`src/rtl/sub_bytes_iter_if.sv`:
```
// sub_bytes_iter_if: handshake bundle between the cipher datapath and the SubBytes stage.
// Latency: none (wires only).
// Backpressure: i_valid/o_ready on the upstream side, o_valid/i_ready on the downstream side.
// Ports: i_valid, i_data[127:0], i_inverse, i_ready (into the stage); o_ready, o_valid, o_data[127:0] (out of it).
// Modports: slave = the SubBytes stage, master = the environment driving it.
interface sub_bytes_iter_if;
   logic         i_valid;
   logic         o_ready;
   logic [127:0] i_data;
   logic         i_inverse;
   logic         o_valid;
   logic         i_ready;
   logic [127:0] o_data;

   modport slave  (input  i_valid, i_data, i_inverse, i_ready,
                   output o_ready, o_valid, o_data);
   modport master (output i_valid, i_data, i_inverse, i_ready,
                   input  o_ready, o_valid, o_data);
endinterface

```
`src/rtl/sub_bytes_iter.sv`:
```
// sub_bytes_iter: iterative AES SubBytes, LANES arithmetic S-boxes applied to a 128-bit state per clock.
// Latency: o_valid rises after edge E+16/LANES, where E is the accepting edge; the next accept can follow 16/LANES+2 cycles after E.
// Backpressure: o_ready only in IDLE; the result is held in DONE until i_ready.
// Ports: clk, n_rst (async active-low), bus (sub_bytes_iter_if.slave).
// Option: define SUB_BYTES_INV_EN to build the inverse S-box path selected by i_inverse.
module sub_bytes_iter #(
   parameter int LANES = 4
) (
   input  logic             clk,
   input  logic             n_rst,
   sub_bytes_iter_if.slave  bus
);
   localparam int NPASS = 16 / LANES;
   localparam int CW    = (NPASS > 1) ? $clog2(NPASS) : 1;
   localparam logic [CW-1:0] LAST = CW'(NPASS - 1);

   typedef enum logic [1:0] {IDLE = 2'd0, BUSY = 2'd1, DONE = 2'd2} state_t;

   state_t        state;
   logic [127:0]  st;
   logic [CW-1:0] cnt;
   logic          inv;
   logic [127:0]  st_sub;

   // Multiply by x modulo x^8+x^4+x^3+x+1.
   function automatic logic [7:0] xtime(input logic [7:0] a);
      return {a[6:0], 1'b0} ^ (a[7] ? 8'h1b : 8'h00);
   endfunction

   function automatic logic [7:0] gf_mul(input logic [7:0] a, input logic [7:0] b);
      logic [7:0] p;
      logic [7:0] aa;
      p  = 8'h00;
      aa = a;
      for (int i = 0; i < 8; i++) begin
         if (b[i]) p = p ^ aa;
         aa = xtime(aa);
      end
      return p;
   endfunction

   // x^-1 = x^254 = x^2 * x^4 * ... * x^128; maps 0 to 0 without a special case.
   function automatic logic [7:0] gf_inv(input logic [7:0] x);
      logic [7:0] p;
      logic [7:0] s;
      p = 8'h01;
      s = x;
      for (int i = 1; i < 8; i++) begin
         s = gf_mul(s, s);
         p = gf_mul(p, s);
      end
      return p;
   endfunction

   function automatic logic [7:0] affine(input logic [7:0] b);
      return b ^ {b[6:0], b[7]} ^ {b[5:0], b[7:6]} ^ {b[4:0], b[7:5]} ^ {b[3:0], b[7:4]} ^ 8'h63;
   endfunction

`ifdef SUB_BYTES_INV_EN
   function automatic logic [7:0] inv_affine(input logic [7:0] b);
      return {b[6:0], b[7]} ^ {b[4:0], b[7:5]} ^ {b[1:0], b[7:2]} ^ 8'h05;
   endfunction

   // One inverter per lane, shared between directions: the affine step moves
   // to the other side of the inversion for InvS.
   function automatic logic [7:0] sbox(input logic [7:0] b, input logic sel_inv);
      logic [7:0] y;
      y = gf_inv(sel_inv ? inv_affine(b) : b);
      return sel_inv ? y : affine(y);
   endfunction
`else
   function automatic logic [7:0] sbox(input logic [7:0] b);
      return affine(gf_inv(b));
   endfunction

   logic unused_inverse;
   assign inv            = 1'b0;
   assign unused_inverse = bus.i_inverse ^ inv;
`endif

   // Byte k lives at st[127-8k -: 8]; this pass covers bytes cnt*LANES .. cnt*LANES+LANES-1.
   always_comb begin
      st_sub = st;
      for (int l = 0; l < LANES; l++) begin
         int idx;
         idx = int'(cnt) * LANES + l;
`ifdef SUB_BYTES_INV_EN
         st_sub[8*(15-idx) +: 8] = sbox(st[8*(15-idx) +: 8], inv);
`else
         st_sub[8*(15-idx) +: 8] = sbox(st[8*(15-idx) +: 8]);
`endif
      end
   end

   always_ff @(posedge clk or negedge n_rst) begin
      if (!n_rst) begin
         state <= IDLE;
         st    <= '0;
         cnt   <= '0;
`ifdef SUB_BYTES_INV_EN
         inv   <= 1'b0;
`endif
      end else begin
         case (state)
            IDLE: begin
               if (bus.i_valid) begin
                  st    <= bus.i_data;
                  cnt   <= '0;
`ifdef SUB_BYTES_INV_EN
                  inv   <= bus.i_inverse;
`endif
                  state <= BUSY;
               end
            end
            BUSY: begin
               st <= st_sub;
               if (cnt == LAST) begin
                  cnt   <= '0;
                  state <= DONE;
               end else begin
                  cnt <= cnt + CW'(1);
               end
            end
            DONE: begin
               if (bus.i_ready) state <= IDLE;
            end
            default: state <= IDLE;
         endcase
      end
   end

   assign bus.o_ready = (state == IDLE);
   assign bus.o_valid = (state == DONE);
   assign bus.o_data  = st;
endmodule

```
`src/flat_wrapper.sv`:
```
// flat-port wrapper written by rule: the top's interface ports become plain ports
module sub_bytes_iter_flat 
#(
   parameter int LANES = 4
)
  (clk, n_rst, bus_i_valid, bus_i_data, bus_i_inverse, bus_i_ready, bus_o_ready, bus_o_valid, bus_o_data);
  sub_bytes_iter_if bus_i ();
  input  logic clk;
  input  logic n_rst;
  input wire logic [$bits(bus_i.i_valid)-1:0] bus_i_valid;
  input wire logic [$bits(bus_i.i_data)-1:0] bus_i_data;
  input wire logic [$bits(bus_i.i_inverse)-1:0] bus_i_inverse;
  input wire logic [$bits(bus_i.i_ready)-1:0] bus_i_ready;
  output wire logic [$bits(bus_i.o_ready)-1:0] bus_o_ready;
  output wire logic [$bits(bus_i.o_valid)-1:0] bus_o_valid;
  output wire logic [$bits(bus_i.o_data)-1:0] bus_o_data;
  assign bus_i.i_valid = bus_i_valid;
  assign bus_i.i_data = bus_i_data;
  assign bus_i.i_inverse = bus_i_inverse;
  assign bus_i.i_ready = bus_i_ready;
  assign bus_o_ready = bus_i.o_ready;
  assign bus_o_valid = bus_i.o_valid;
  assign bus_o_data = bus_i.o_data;
  sub_bytes_iter #(.LANES(LANES)) u_core (.clk(clk), .n_rst(n_rst), .bus(bus_i));
endmodule
```
`config.mk`:
```
export PLATFORM = sky130hd
export DESIGN_NAME = sub_bytes_iter_flat
export DESIGN_NICKNAME = d
export VERILOG_FILES = /design/src/rtl/sub_bytes_iter_if.sv /design/src/rtl/sub_bytes_iter.sv /design/src/flat_wrapper.sv
export SDC_FILE = /design/constraint.sdc
export NUM_CORES = 2
export LEC_CHECK = 0
export ABC_CLOCK_PERIOD_IN_PS = 17000
export CELL_PAD_IN_SITES_DETAIL_PLACEMENT = 1
export CELL_PAD_IN_SITES_GLOBAL_PLACEMENT = 1
export CORE_ASPECT_RATIO = 1.75
export CORE_MARGIN = 2
export CORE_UTILIZATION = 48
export DETAILED_ROUTE_END_ITERATION = 6
export GPL_ROUTABILITY_DRIVEN = 0
export PLACE_DENSITY_LB_ADDON = 0.1
export SLEW_MARGIN = 5
export SYNTH_ARGS = -nofsm -noshare
export SYNTH_HDL_FRONTEND = slang
export SYNTH_SLANG_ARGS = --single-unit
```
`constraint.sdc`:
```
create_clock -name clk -period 17 [get_ports clk]
set_input_delay 3.4 -clock clk [delete_from_list [all_inputs] [get_ports clk]]
set_output_delay 3.4 -clock clk [all_outputs]
set_load 0.02 [all_outputs]
```
==> flow_metrics.env <==
export IMPL_cp_max_fo=18
export IMPL_numCtsBuffers=17
export IMPL_grt_overflow_total=0
export IMPL_fin_skew_ns=0.0188
export IMPL_syn_inst=8213
export IMPL_fp_row_count=174
export IMPL_area_growth_pct=13.5
export IMPL_io_buffers=261
export IMPL_route_detailed_drc=42
export IMPL_finalHoldViolCount=0
export IMPL_cts_buffer_depth=2
export IMPL_clock_sinks=132
export IMPL_dr_pass1_iters=7
export IMPL_clkTransAtPathRegs_ns=0.08
export IMPL_fmax_mhz=60.7
export IMPL_outcome="finished with violations"
export IMPL_grt_start_max_net_pins=71
export IMPL_drive_gt1_share_pct=13.4
export IMPL_cp_common_cell="xnor2_1"
export IMPL_wl_um=248000
export IMPL_worst_path_largest_cell_delay_ns=0.71
export IMPL_hold_path_class="flop to flop"
export IMPL_syn_avg_cell_area_um2=7.57
export IMPL_required_ns=17.40
export IMPL_drv_slew=0
export IMPL_max_cap_violations=0
export IMPL_htreeDepth=4
export IMPL_via_per_inst=6.24
export IMPL_fillCellCount=16000
export IMPL_tns_ns=0
export IMPL_synth_edf_count=0
export IMPL_critPathLaunchType="flop"
export IMPL_coreArea_mm2=0.128
export IMPL_crit_type="flop to flop"
export IMPL_synth_area_mm2=0.0622
export IMPL_grt_pass1_vias=66900
export IMPL_seq_area_frac_synth_pct=5.31
export IMPL_fin_area_mm2=0.0705
export IMPL_dp_hpwl_um=191000
export IMPL_detail_route_wl_per_cell_um=24.4
export IMPL_drt_iter0_drc=3886
export IMPL_die_area_mm2=0.133
export IMPL_ff2ff_setup_slack_ns=0.54
export IMPL_slew_headroom_pct=15.8
export IMPL_min_period_ns=16.46
export IMPL_setup_viol=0
export IMPL_fin_ws_ns=0.535
export IMPL_post_route_period_util_pct=96.9
export IMPL_rsz0062_at_grt="yes"
export IMPL_worst_hold_slack_ns=0.527
export IMPL_root_buffer="clkbuf_16"
export IMPL_cts_tree="done"
export IMPL_failed_checks="DRC"
export IMPL_pre_cts_ws_ns=-0.673
export IMPL_ys_ff_latch=132
export IMPL_worst_slew_pin_slew_ns=1.25
export IMPL_placed_cell_area_mm2=0.0686
export IMPL_die_height_um=480
export IMPL_synth_ff_type="dfrtp_1"
export IMPL_worstPathArrival_ns=16.86
export IMPL_grtUsageTotal_pct=36.0
export IMPL_end_kind="flop"
export IMPL_grt_pass1_wl_um=382000
export IMPL_yosysWarnings=0
export IMPL_syn_nets=8369
export IMPL_slowest_stage="mux4_2"
export IMPL_nets=8627
export IMPL_synthDistinctLibCells=122
export IMPL_async_flop_share_pct=100
export IMPL_die_x_um=276
export IMPL_drtAntennaViolNets=0
export IMPL_vias=63400
export IMPL_antenna_found_initial=7
export IMPL_clk_latency_ns=0.52
export IMPL_start_util_pct=48.4
export IMPL_io_pins=263
-- cell usage in the layout, fill, tap and decap left out, types with 26 or more instances in the layout --
cell type	count
xnor2_1	1549
nor2_1	1274
nand2_1	809
buf_4	544
a21oi_1	492
xor2_1	360
o21ai_0	310
xnor3_1	271
clkdlybuf4s50_1	260
o22ai_1	199
nor3_1	184
xnor2_2	178
nand3_1	169
mux2i_1	159
dfrtp_1	130
inv_1	81
o21ai_1	73
a22oi_1	71
a211oi_1	68
xor2_2	64
nor2b_1	63
a31oi_1	61
o211ai_1	59
xnor2_4	52
nand2b_1	50
xnor3_2	47
and3_1	42
and2_1	39
xor3_1	37
or3_1	37
mux4_2	36
a221oi_1	33
a32oi_1	29
mux2_2	28
a311oi_1	26
-- repair_timing --
item | CTS | global route
hold buffers | 0 | 0
setup endpoints to repair | 59 | 128
buffers inserted | 10 | 38
gates resized for setup | 14 | 127
pin swaps | 1 | 13
-- worst max-delay path: cells and delay by family (launching register included) --
kind / cells / cell delay [ns]
fa+ha+maj: 1 / 0.52
simple gates: 6 / 0.98
mux: 3 / 1.17
buf+inv: 4 / 1.03
compound gates: 7 / 2.06
xor+xnor: 31 / 9.96
flops: 1 / 0.52
-- synthesized netlist by cell type, types with 36 or more instances --
| master | number | area (um^2) |
|---|---|---|
| nor2b_1 | 63 | 394 |
| and2_1 | 40 | 250 |
| nand2_1 | 810 | 3040 |
| o22ai_1 | 199 | 1240 |
| mux4_2 | 36 | 811 |
| buf_2 | 115 | 576 |
| xnor3_1 | 289 | 6510 |
| o21ai_1 | 74 | 370 |
| xor2_1 | 395 | 3460 |
| nor2_1 | 1279 | 4800 |
| inv_1 | 81 | 304 |
| buf_4 | 39 | 293 |
| a21oi_1 | 496 | 2480 |
| a22oi_1 | 71 | 533 |
| dfrtp_1 | 132 | 3300 |
| o211ai_1 | 59 | 443 |
| a31oi_1 | 61 | 382 |
| xnor2_1 | 1637 | 14300 |
| nand3_1 | 169 | 846 |
| xnor2_2 | 113 | 1840 |
| xor3_1 | 40 | 951 |
| a211oi_1 | 68 | 510 |
| clkbuf_1 | 357 | 1340 |
| or3_1 | 37 | 231 |
| and3_1 | 42 | 263 |
| nand2b_1 | 51 | 319 |
| mux2i_1 | 160 | 1600 |
| nor3_1 | 186 | 931 |
| o21ai_0 | 310 | 1550 |
| buf_1 | 47 | 176 |
-- metal layers --
metal	vias to the layer above	GRT usage, %	part of all wire, %
li1	28700	-	-
met1	31600	38.0	36
met2	2173	67.1	52
met3	879	4.69	5.3
met4	4	23.3	6.8
met5	-	0	0.011
-- layout make-up --
type / count / area (um^2) / share of cell area [%]
antenna: 1 / 2.50 / 0.00355
clock buffer: 17 / 425 / 0.603
clock inverter: 15 / 156 / 0.222
inverter: 104 / 390 / 0.553
multi-input combinational: 7404 / 57300 / 81.3
sequential: 132 / 3310 / 4.69
tap: 1672 / 2090 / 2.97
timing repair buffer: 812 / 6840 / 9.69
-- registers in the layout, indices dropped and copies added, names as in the netlist --
signal             flops
u_core.bus.o_data    128
u_core.cnt             2
u_core.state           2
-- metrics by stage --
step                util [%]  instances
floorplan                  -       8213
global placement        53.4      10100
global route            54.9      10200
finish                  54.9      10200
CTS                     54.0      10100
detailed placement      53.4      10100
-- kinds of logic (layout without fill, tap and decap cells) --
| family | Yosys count | after routing | share of synthesized area, % |
|---|---|---|---|
| DFF | 132 | 132 | 5.31 |
| AOI/OAI and AO/OA | 1742 | 1742 | 17.9 |
| xor gates and xnor gates | 2579 | 2579 | 47.4 |
| and+or+nand+nor | 2822 | 2822 | 19.5 |
| buffers and inverters | 677 | 948 | 4.75 |
| other | 0 | 1 | 0 |
| adders and majority gates | 26 | 26 | 0.511 |
| muxes | 235 | 235 | 4.63 |
-- path summary, 6_finish.rpt --
| path | start | endpoint | cells past startpoint |
|---|---|---|---|
| max | u_core.cnt[0] | u_core.bus.o_data[5] | 52 |
| min | u_core.bus.o_data[91] | u_core.bus.o_data[91] | 2 |
| max reg2reg | u_core.cnt[0] | u_core.bus.o_data[5] | 52 |
| min reg2reg | u_core.bus.o_data[91] | u_core.bus.o_data[91] | 2 |
| max in group asynchronous | n_rst | u_core.cnt[0] | 2 |
| min in group asynchronous | n_rst | u_core.bus.o_data[115] | 1 |
Power is left out: the tool's default activity adds up to more than one toggle a clock period on the data nets, which glitch-free logic cannot reach.
